### config.mk
export PLATFORM = sky130hd
export DESIGN_NAME = csr_machine_file
export DESIGN_NICKNAME = d
export VERILOG_FILES = /design/src/rtl/csr_machine_file.sv
export SDC_FILE = /design/constraint.sdc
export NUM_CORES = 1
export LEC_CHECK = 0
export CAP_MARGIN = 20
export CELL_PAD_IN_SITES_DETAIL_PLACEMENT = 0
export CELL_PAD_IN_SITES_GLOBAL_PLACEMENT = 1
export CORE_UTILIZATION = 36
export DETAILED_ROUTE_END_ITERATION = 8
export PLACE_DENSITY_LB_ADDON = 0.25
export RECOVER_POWER = 50
export SYNTH_ARGS = -nofsm -noshare
export SYNTH_HDL_FRONTEND = slang
export SYNTH_SLANG_ARGS = --single-unit
### constraint.sdc
create_clock -name clk -period 13.22 [get_ports clk]
set_input_delay 2.644 -clock clk [delete_from_list [all_inputs] [get_ports clk]]
set_output_delay 2.644 -clock clk [all_outputs]
set_load 0.05 [all_outputs]
### src/rtl/csr_machine_file.sv
// csr_machine_file
// Machine-mode CSR file that sits beside the execute/writeback stages of the
// pipelined RISC-V core. It serves CSR reads and writes, records trap state,
// raises the interrupt request, and supplies the trap/mret redirect target.
//
// Parameters
//   XLEN         register width (32 or 64)
//   RESET_MTVEC  mtvec value after reset
//   MSTATUS_RST  mstatus value after reset (MIE/MPIE taken from bits 3/7)
//
// Ports
//   clk, rst                 clock, asynchronous active-high reset
//   raddr -> rdata/r_illegal combinational read port
//   csr_w, waddr, wdata,
//   csr_wsc_mode             write port (00/01 write, 10 set, 11 clear)
//   is_trap, trap_pc,
//   trap_cause, trap_val     synchronous exception commit
//   is_mret                  mret commit
//   instret                  one instruction retired this cycle
//   irq_ext/timer/soft       level-sensitive interrupt lines
//   irq_take                 interrupt must be taken at the next commit
//   irq_ack                  pipeline takes the interrupt this cycle
//   redirect_pc              trap vector on trap/irq_ack, otherwise mepc
//   mstatus                  current mstatus view
module csr_machine_file #(
  parameter int          XLEN        = 32,
  parameter logic [63:0] RESET_MTVEC = 64'h0,
  parameter logic [63:0] MSTATUS_RST = 64'h1880
) (
  input  logic            clk,
  input  logic            rst,
  input  logic [11:0]     raddr,
  output logic [XLEN-1:0] rdata,
  output logic            r_illegal,
  input  logic            csr_w,
  input  logic [11:0]     waddr,
  input  logic [XLEN-1:0] wdata,
  input  logic [1:0]      csr_wsc_mode,
  input  logic            is_trap,
  input  logic [XLEN-1:0] trap_pc,
  input  logic [XLEN-1:0] trap_cause,
  input  logic [XLEN-1:0] trap_val,
  input  logic            is_mret,
  input  logic            instret,
  input  logic            irq_ext,
  input  logic            irq_timer,
  input  logic            irq_soft,
  output logic            irq_take,
  input  logic            irq_ack,
  output logic [XLEN-1:0] redirect_pc,
  output logic [XLEN-1:0] mstatus
);

  localparam logic [11:0] A_MSTATUS   = 12'h300;
  localparam logic [11:0] A_MIE       = 12'h304;
  localparam logic [11:0] A_MTVEC     = 12'h305;
  localparam logic [11:0] A_MSCRATCH  = 12'h340;
  localparam logic [11:0] A_MEPC      = 12'h341;
  localparam logic [11:0] A_MCAUSE    = 12'h342;
  localparam logic [11:0] A_MTVAL     = 12'h343;
  localparam logic [11:0] A_MIP       = 12'h344;
  localparam logic [11:0] A_MCYCLE    = 12'hB00;
  localparam logic [11:0] A_MINSTRET  = 12'hB02;
  localparam logic [11:0] A_MCYCLEH   = 12'hB80;
  localparam logic [11:0] A_MINSTRETH = 12'hB82;

  // MEIE / MTIE / MSIE positions; the same positions are used in mip.
  localparam logic [XLEN-1:0] IE_MASK = XLEN'(12'h888);

  // Architectural state
  logic            st_mie, st_mpie;
  logic [XLEN-1:0] mie_q, mtvec_q, mscratch_q, mepc_q, mcause_q, mtval_q;
  logic [63:0]     mcycle_q, minstret_q;

  // Next-state values
  logic            st_mie_d, st_mpie_d;
  logic [XLEN-1:0] mie_d, mtvec_d, mscratch_d, mepc_d, mcause_d, mtval_d;
  logic [63:0]     mcycle_d, minstret_d;

  logic [XLEN-1:0] mip_w;
  logic [XLEN-1:0] pend;
  logic [3:0]      irq_code;
  logic [XLEN-1:0] irq_cause;
  logic [XLEN-1:0] vec_base;
  logic            trap_enter, take_irq;
  logic [XLEN:0]   wr_look;
  logic [XLEN-1:0] wval;
  logic            wr_en;

  // mstatus view: MPP is hard-wired to machine mode.
  always_comb begin
    mstatus       = '0;
    mstatus[12:11] = 2'b11;
    mstatus[7]    = st_mpie;
    mstatus[3]    = st_mie;
  end

  always_comb begin
    mip_w     = '0;
    mip_w[11] = irq_ext;
    mip_w[7]  = irq_timer;
    mip_w[3]  = irq_soft;
  end

  // Returns {illegal, data} for a CSR address; shared by the read port and
  // by the set/clear read-modify-write of the write port.
  function automatic logic [XLEN:0] csr_lookup(input logic [11:0] a);
    logic            ill;
    logic [XLEN-1:0] d;
    ill = 1'b0;
    d   = '0;
    case (a)
      A_MSTATUS:  d = mstatus;
      A_MIE:      d = mie_q;
      A_MTVEC:    d = mtvec_q;
      A_MSCRATCH: d = mscratch_q;
      A_MEPC:     d = mepc_q;
      A_MCAUSE:   d = mcause_q;
      A_MTVAL:    d = mtval_q;
      A_MIP:      d = mip_w;
      A_MCYCLE:   d = XLEN'(mcycle_q);
      A_MINSTRET: d = XLEN'(minstret_q);
      A_MCYCLEH: begin
        if (XLEN == 32) d = XLEN'(mcycle_q[63:32]);
        else            ill = 1'b1;
      end
      A_MINSTRETH: begin
        if (XLEN == 32) d = XLEN'(minstret_q[63:32]);
        else            ill = 1'b1;
      end
      default:    ill = 1'b1;
    endcase
    return {ill, d};
  endfunction

  assign {r_illegal, rdata} = csr_lookup(raddr);

  // Interrupt request and fixed-priority cause selection (ext > soft > timer).
  assign pend     = mie_q & mip_w;
  assign irq_take = st_mie & (|pend);

  always_comb begin
    irq_code = 4'd0;
    if (pend[11])     irq_code = 4'd11;
    else if (pend[3]) irq_code = 4'd3;
    else if (pend[7]) irq_code = 4'd7;
    irq_cause            = XLEN'(irq_code);
    irq_cause[XLEN-1]    = 1'b1;
  end

  // An exception commit outranks a simultaneous interrupt acknowledge; the
  // interrupt then simply stays pending.
  assign trap_enter = is_trap | irq_ack;
  assign take_irq   = irq_ack & ~is_trap;
  assign vec_base   = mtvec_q & ~XLEN'(3);

  always_comb begin
    redirect_pc = mepc_q;
    if (trap_enter) begin
      if (mtvec_q[0] && take_irq) redirect_pc = vec_base + XLEN'({irq_code, 2'b00});
      else                        redirect_pc = vec_base;
    end
  end

  // Write operand after set/clear merging with the current CSR value.
  assign wr_look = csr_lookup(waddr);

  always_comb begin
    case (csr_wsc_mode)
      2'b10:   wval = wr_look[XLEN-1:0] | wdata;
      2'b11:   wval = wr_look[XLEN-1:0] & ~wdata;
      default: wval = wdata;
    endcase
  end

  // Writes are dropped in trap and mret cycles and to unimplemented addresses.
  assign wr_en = csr_w & ~trap_enter & ~is_mret & ~wr_look[XLEN];

  always_comb begin
    st_mie_d   = st_mie;
    st_mpie_d  = st_mpie;
    mie_d      = mie_q;
    mtvec_d    = mtvec_q;
    mscratch_d = mscratch_q;
    mepc_d     = mepc_q;
    mcause_d   = mcause_q;
    mtval_d    = mtval_q;
    mcycle_d   = mcycle_q + 64'd1;
    minstret_d = minstret_q + {63'd0, instret};

    if (trap_enter) begin
      mepc_d    = trap_pc & ~XLEN'(3);
      mcause_d  = take_irq ? irq_cause : trap_cause;
      mtval_d   = take_irq ? '0 : trap_val;
      st_mpie_d = st_mie;
      st_mie_d  = 1'b0;
    end else if (is_mret) begin
      st_mie_d  = st_mpie;
      st_mpie_d = 1'b1;
    end else if (wr_en) begin
      case (waddr)
        A_MSTATUS: begin
          st_mie_d  = wval[3];
          st_mpie_d = wval[7];
        end
        A_MIE:      mie_d = wval & IE_MASK;
        // MODE values 2 and 3 are reserved: keep the previous MODE.
        A_MTVEC:    mtvec_d = {wval[XLEN-1:2], (wval[1] ? mtvec_q[1:0] : wval[1:0])};
        A_MSCRATCH: mscratch_d = wval;
        A_MEPC:     mepc_d = wval & ~XLEN'(3);
        A_MCAUSE:   mcause_d = wval;
        A_MTVAL:    mtval_d = wval;
        // A write to one counter half replaces that cycle's increment and
        // leaves the other half untouched.
        A_MCYCLE: begin
          if (XLEN == 64) mcycle_d = 64'(wval);
          else            mcycle_d = {mcycle_q[63:32], wval[31:0]};
        end
        A_MINSTRET: begin
          if (XLEN == 64) minstret_d = 64'(wval);
          else            minstret_d = {minstret_q[63:32], wval[31:0]};
        end
        A_MCYCLEH:   mcycle_d   = {wval[31:0], mcycle_q[31:0]};
        A_MINSTRETH: minstret_d = {wval[31:0], minstret_q[31:0]};
        default: ;
      endcase
    end
  end

  // State register
  always_ff @(posedge clk or posedge rst) begin
    if (rst) begin
      st_mie     <= MSTATUS_RST[3];
      st_mpie    <= MSTATUS_RST[7];
      mie_q      <= '0;
      mtvec_q    <= XLEN'(RESET_MTVEC);
      mscratch_q <= '0;
      mepc_q     <= '0;
      mcause_q   <= '0;
      mtval_q    <= '0;
      mcycle_q   <= '0;
      minstret_q <= '0;
    end else begin
      st_mie     <= st_mie_d;
      st_mpie    <= st_mpie_d;
      mie_q      <= mie_d;
      mtvec_q    <= mtvec_d;
      mscratch_q <= mscratch_d;
      mepc_q     <= mepc_d;
      mcause_q   <= mcause_d;
      mtval_q    <= mtval_d;
      mcycle_q   <= mcycle_d;
      minstret_q <= minstret_d;
    end
  end

endmodule

# Word level (Yosys, flattened, before mapping)
# Cells that the tools add are included.
# classes
n_mux	39
n_eq_ne	31
add_sub_neg	3
bitwise_logic	14
multipliers	0
shift	0
reduce_logical	18
div	0
order_cmp	0
# op_table
op	count
$pmux W32 S12	2
$mux W32	16
$mux W64	6
$pmux W64 S2	2
$eq A12 B10 Y1 const B	16
$eq A12 B12 Y1 const B	8
$add A64 B1 Y64	1
$add A64 B1 Y64 const B	1
$pmux W32 S2	1
$add A32 B6 Y32	1
$and A32 B32 Y32	1
$not A32 Y32	1
$or A32 B32 Y32	1
$reduce_or A32 Y1	1
$reduce_or A12 Y1	2
$ne A4 B4 Y1 const B	4
$and A12 B12 Y12	1
$reduce_and A4 Y1	3
$mux W1	9
$reduce_and A3 Y1	3
$reduce_bool A2 Y1	4
$mux W3	2
$reduce_bool A3 Y1	2
$and A1 B1 Y1	5
other kinds (8)	12
# word_totals
rom_bits	0
memories	0
ramBits	0
latchBits	0
register_bits	292
wordCells	118
output_inout_bits	98

# Depth between registers and ports, before layout
# depth
ltp_word	8
ltp_mapped	12

# Least setup slack after synthesis
# Ideal clock, no wire load.
# synth_path
path_type	input to output
start	in irq_ext
end	out redirect_pc[30]
cell_stages	12
slack_ns	4.798
arrival_time_ns	5.778
required_ns	10.576
path_buffers	0
cell_sequence	and2_1 -> a21o_1 -> nand2b_1 -> ha_1 -> fa_1 -> a21o_1 -> a21oi_1 -> nor3_1 -> nand3_1 -> nor2_1 -> xnor2_1 -> o21ai_0
# synth_between
elab_chain_len	5
# synth_rtl
item	line_no	source
start, declared	45	input logic irq_ext,
$and A12 B12 Y12	139	assign pend = mie_q & mip_w;
$mux W4	144	if (pend[11]) irq_code = 4'd11;
$add A32 B6 Y32	160	if (mtvec_q[0] && take_irq) redirect_pc = vec_base + XLEN'({irq_code, 2'b00});
$mux W32	160	
$mux W32	159	if (trap_enter) begin
end, declared	50	output logic [XLEN-1:0] redirect_pc,
# No other way between the ends.

==> impl_metrics.toml <==
[pwr]
p_leak_nw = 9.55
peakVddDrop_v = 0.0000962
p_per_area_nw_per_um2 = 97.0

[placed_design]
place_congestion = 0.990
hpwl_um = 82100
io_buffers = 227

[clock_network]
cts_resized = 0
htreeDepth = 2
cts_hold_buf = 0
cts_tree = "yes"
cts.path.max_buffers = 3
numCtsBuffers = 37
cts-root-buf = "clkbuf_16"
clock_latency_ns = 0.57
clk_pin_slew_ns = 0.05
cts.sinks = 290
post_cts.repair.setup_buffers = 0

[route]
vias = 23400
routed_wl_um = 110000
ant_nets = 0
avgViaCountPerCell = 6.71
wl_per_cell_um = 31.6
drc = 0
dr.pass1.iters = 6
drt_iter0_drc = 3428

[die]
chipHeight_um = 244
pin_count = 262
die_x_um = 244
die-area_um2 = 59700
num_rows = 88
start_util_pct = 36.5
core_um2 = 57900

[layout]
nets = 2865
fillers = 5844
syn2layout_area_growth_pct = 18.6
drive_gt1_share_pct = 7.51
n_antenna_cell = 0

[synthesis]
seq_area_frac_synth_pct = 34.3
syn_inst = 2585
yosysMostFrequentCell = "nand2_1"
ys_top_cells_by_area = "dfrtp_1 (34%), o21ai_0 (6.4%), nand2_1 (5.6%)"
syn_area_um2 = 21100
syn_avg_cell_area_um2 = 8.18
synthArstFlopShare_pct = 100
yosys_register_bits = 290
synth.largest_area_cell = "dfrtp_1"
synth_common_cells = "nand2_1 (316), dfrtp_1 (289), o21ai_0 (271)"
yosysTopAreaCellShare_pct = 34.2
synth_ff_type = "dfrtp_1"
synth.distinct_cells = 99
synth_edf_count = 0
yosysWarnings = 0

[timing]
maxSlewHeadroom_pct = -235
finalCritPeriodShare_pct = 74.0
finalCriticalPeriod_ns = 9.78
drv_slew = 390
fmax_mhz = 102
final_hold_viol_count = 0
finClkSkew_ns = 0.0218
holdWs_ns = 0.514
rsz0062_at_grt = "false"
tightest_slew_ns = 5.00
tns_ns = 0
setup_violations = 0

[critical_path]
r2r-start = "mcycle_q[1]"
startpoint_type = "primary input"
crit_type = "in2async"
cp.required_ns = 13.56
crit_arrival_ns = 10.12
r2r-end = "mcycle_q[38]"
crit_path_max_fanout = 99
reg2reg_depth = 8
r2r_slack_ns = 9.48
worstSetupEndpointType = "async pin"

[global_routing]
grt_max_degree = 100
grt_pass1_vias = 21500
grt_use_total_pct = 35.9
antenna_found_initial = 4
grt_pass1_wl_um = 157000
globalRouteOverflowTotal = 0

[outcome]
outcome = "complete, but fails checks"
violations = "max-capacitance violations, max-slew violations"

[min_path]
min_path_cells = 2
min_to = "mscratch_q[29]"
min_from = "mscratch_q[29]"
min_path_type = "reg2reg"

[job]
max_cap_violations = 8
[cell usage in the layout, fill, tap and decap left out, types with 14 or more instances in the layout]
master | synthesis | routed
nor2_1 | 133 | 130
o22ai_1 | 37 | 37
nand2_1 | 316 | 316
conb_1 | 2 | 32
a32oi_1 | 34 | 34
a2bb2oi_1 | 24 | 24
mux2i_1 | 98 | 98
o2111ai_1 | 17 | 17
nand4_1 | 53 | 53
nor3_1 | 75 | 71
xnor2_1 | 23 | 23
nor4b_1 | 19 | 19
o21ai_0 | 271 | 275
o21ai_1 | 29 | 25
and2_1 | 22 | 22
a221oi_1 | 31 | 31
a21oi_1 | 184 | 185
xor2_1 | 24 | 24
a222oi_1 | 29 | 29
a22o_1 | 24 | 24
a31oi_1 | 23 | 23
a211oi_1 | 20 | 20
or3_1 | 15 | 15
nand3_1 | 112 | 111
dfrtp_1 | 289 | 289
inv_1 | 15 | 14
o211ai_1 | 34 | 34
nor4_1 | 27 | 28
buf_4 | 43 | 62
and3_1 | 46 | 46
a21o_1 | 17 | 17
clkbuf_16 | 0 | 39
clkdlybuf4s50_1 | 0 | 219
a22oi_1 | 53 | 53
and4_1 | 16 | 16
[cells by family after synthesis]
kind of cell	count (synthesis)	synth area share, %
AOI/OAI and AO/OA	936	29.4
and+or+nand+nor	917	22.3
DFF	290	34.3
buffers and inverters	275	6.15
muxes	110	5.33
xor gates and xnor gates	47	1.95
adders and majority gates	8	0.509
other	2	0.0355
[metal layers]
layer  track usage (%)  share of wire, %
met4              11.0               2.9
met1              52.0                43
met2              52.7                43
met3              8.00                11
met5                 0                 0
[cell type report]
cell class              instances  area, um^2  share of cell area (%)
multi-input cells            2050       12700                    50.7
flip-flops and latches        290        7260                    28.9
repair buffers                298        2800                    11.2
clock buffers                  48        1050                    4.19
well taps                     765         957                    3.82
clock inverters                16         241                   0.963
inverters                      16        61.3                   0.244
[through the flow]
stage                     instance area, um^2  utilization [%]  cells  setup WS [ns]  total power (W)
after CTS                               25100             43.4   3481           3.75          0.00243
after global placement                  23800             41.1   3413           3.77          0.00132
final                                   25100             43.3   3483           3.44          0.00243
after floorplan                         21300                -   2615           2.57          0.00117
after detailed placement                23800             41.2   3417           3.76          0.00133
after global routing                    25100             43.3   3483           2.39          0.00250
[registers in the layout, summed over array words and instances, names as in the netlist, 3 cells and up]
| register | flops |
|---|---|
| mie_q | 3 |
| mtvec_q | 31 |
| mscratch_q | 32 |
| mtval_q | 32 |
| mcause_q | 32 |
| mepc_q | 30 |
| mcycle_q | 64 |
| minstret_q | 64 |
[power breakdown]
part / leakage, nW / internal (W) / switching [W]
clock: 0.628 / 0.000676 / 0.000434
combinational: 5.21 / 0.000121 / 0.000204
sequential: 3.71 / 0.000924 / 0.0000738
[worst max-delay path by stage]
stage,startpoint,to,slack [ns],depth (start not counted)
floorplan,rst,mcause_q[0],2.57,1
global placement,irq_ext,redirect_pc[29],3.77,14
detailed placement,irq_ext,redirect_pc[29],3.76,14
CTS,irq_ext,redirect_pc[29],3.75,14
global route,rst,mcycle_q[45],2.39,4
finish,rst,mcycle_q[45],3.44,4
[worst max-delay path, cell delays in order]
cell	delay, ns
dlygate4sd3_1	0.54
clkinvlp_2	2.76
clkbuf_1	2.48
clkbuf_2	1.56
Note: power is estimated with default switching activity, not from simulation.
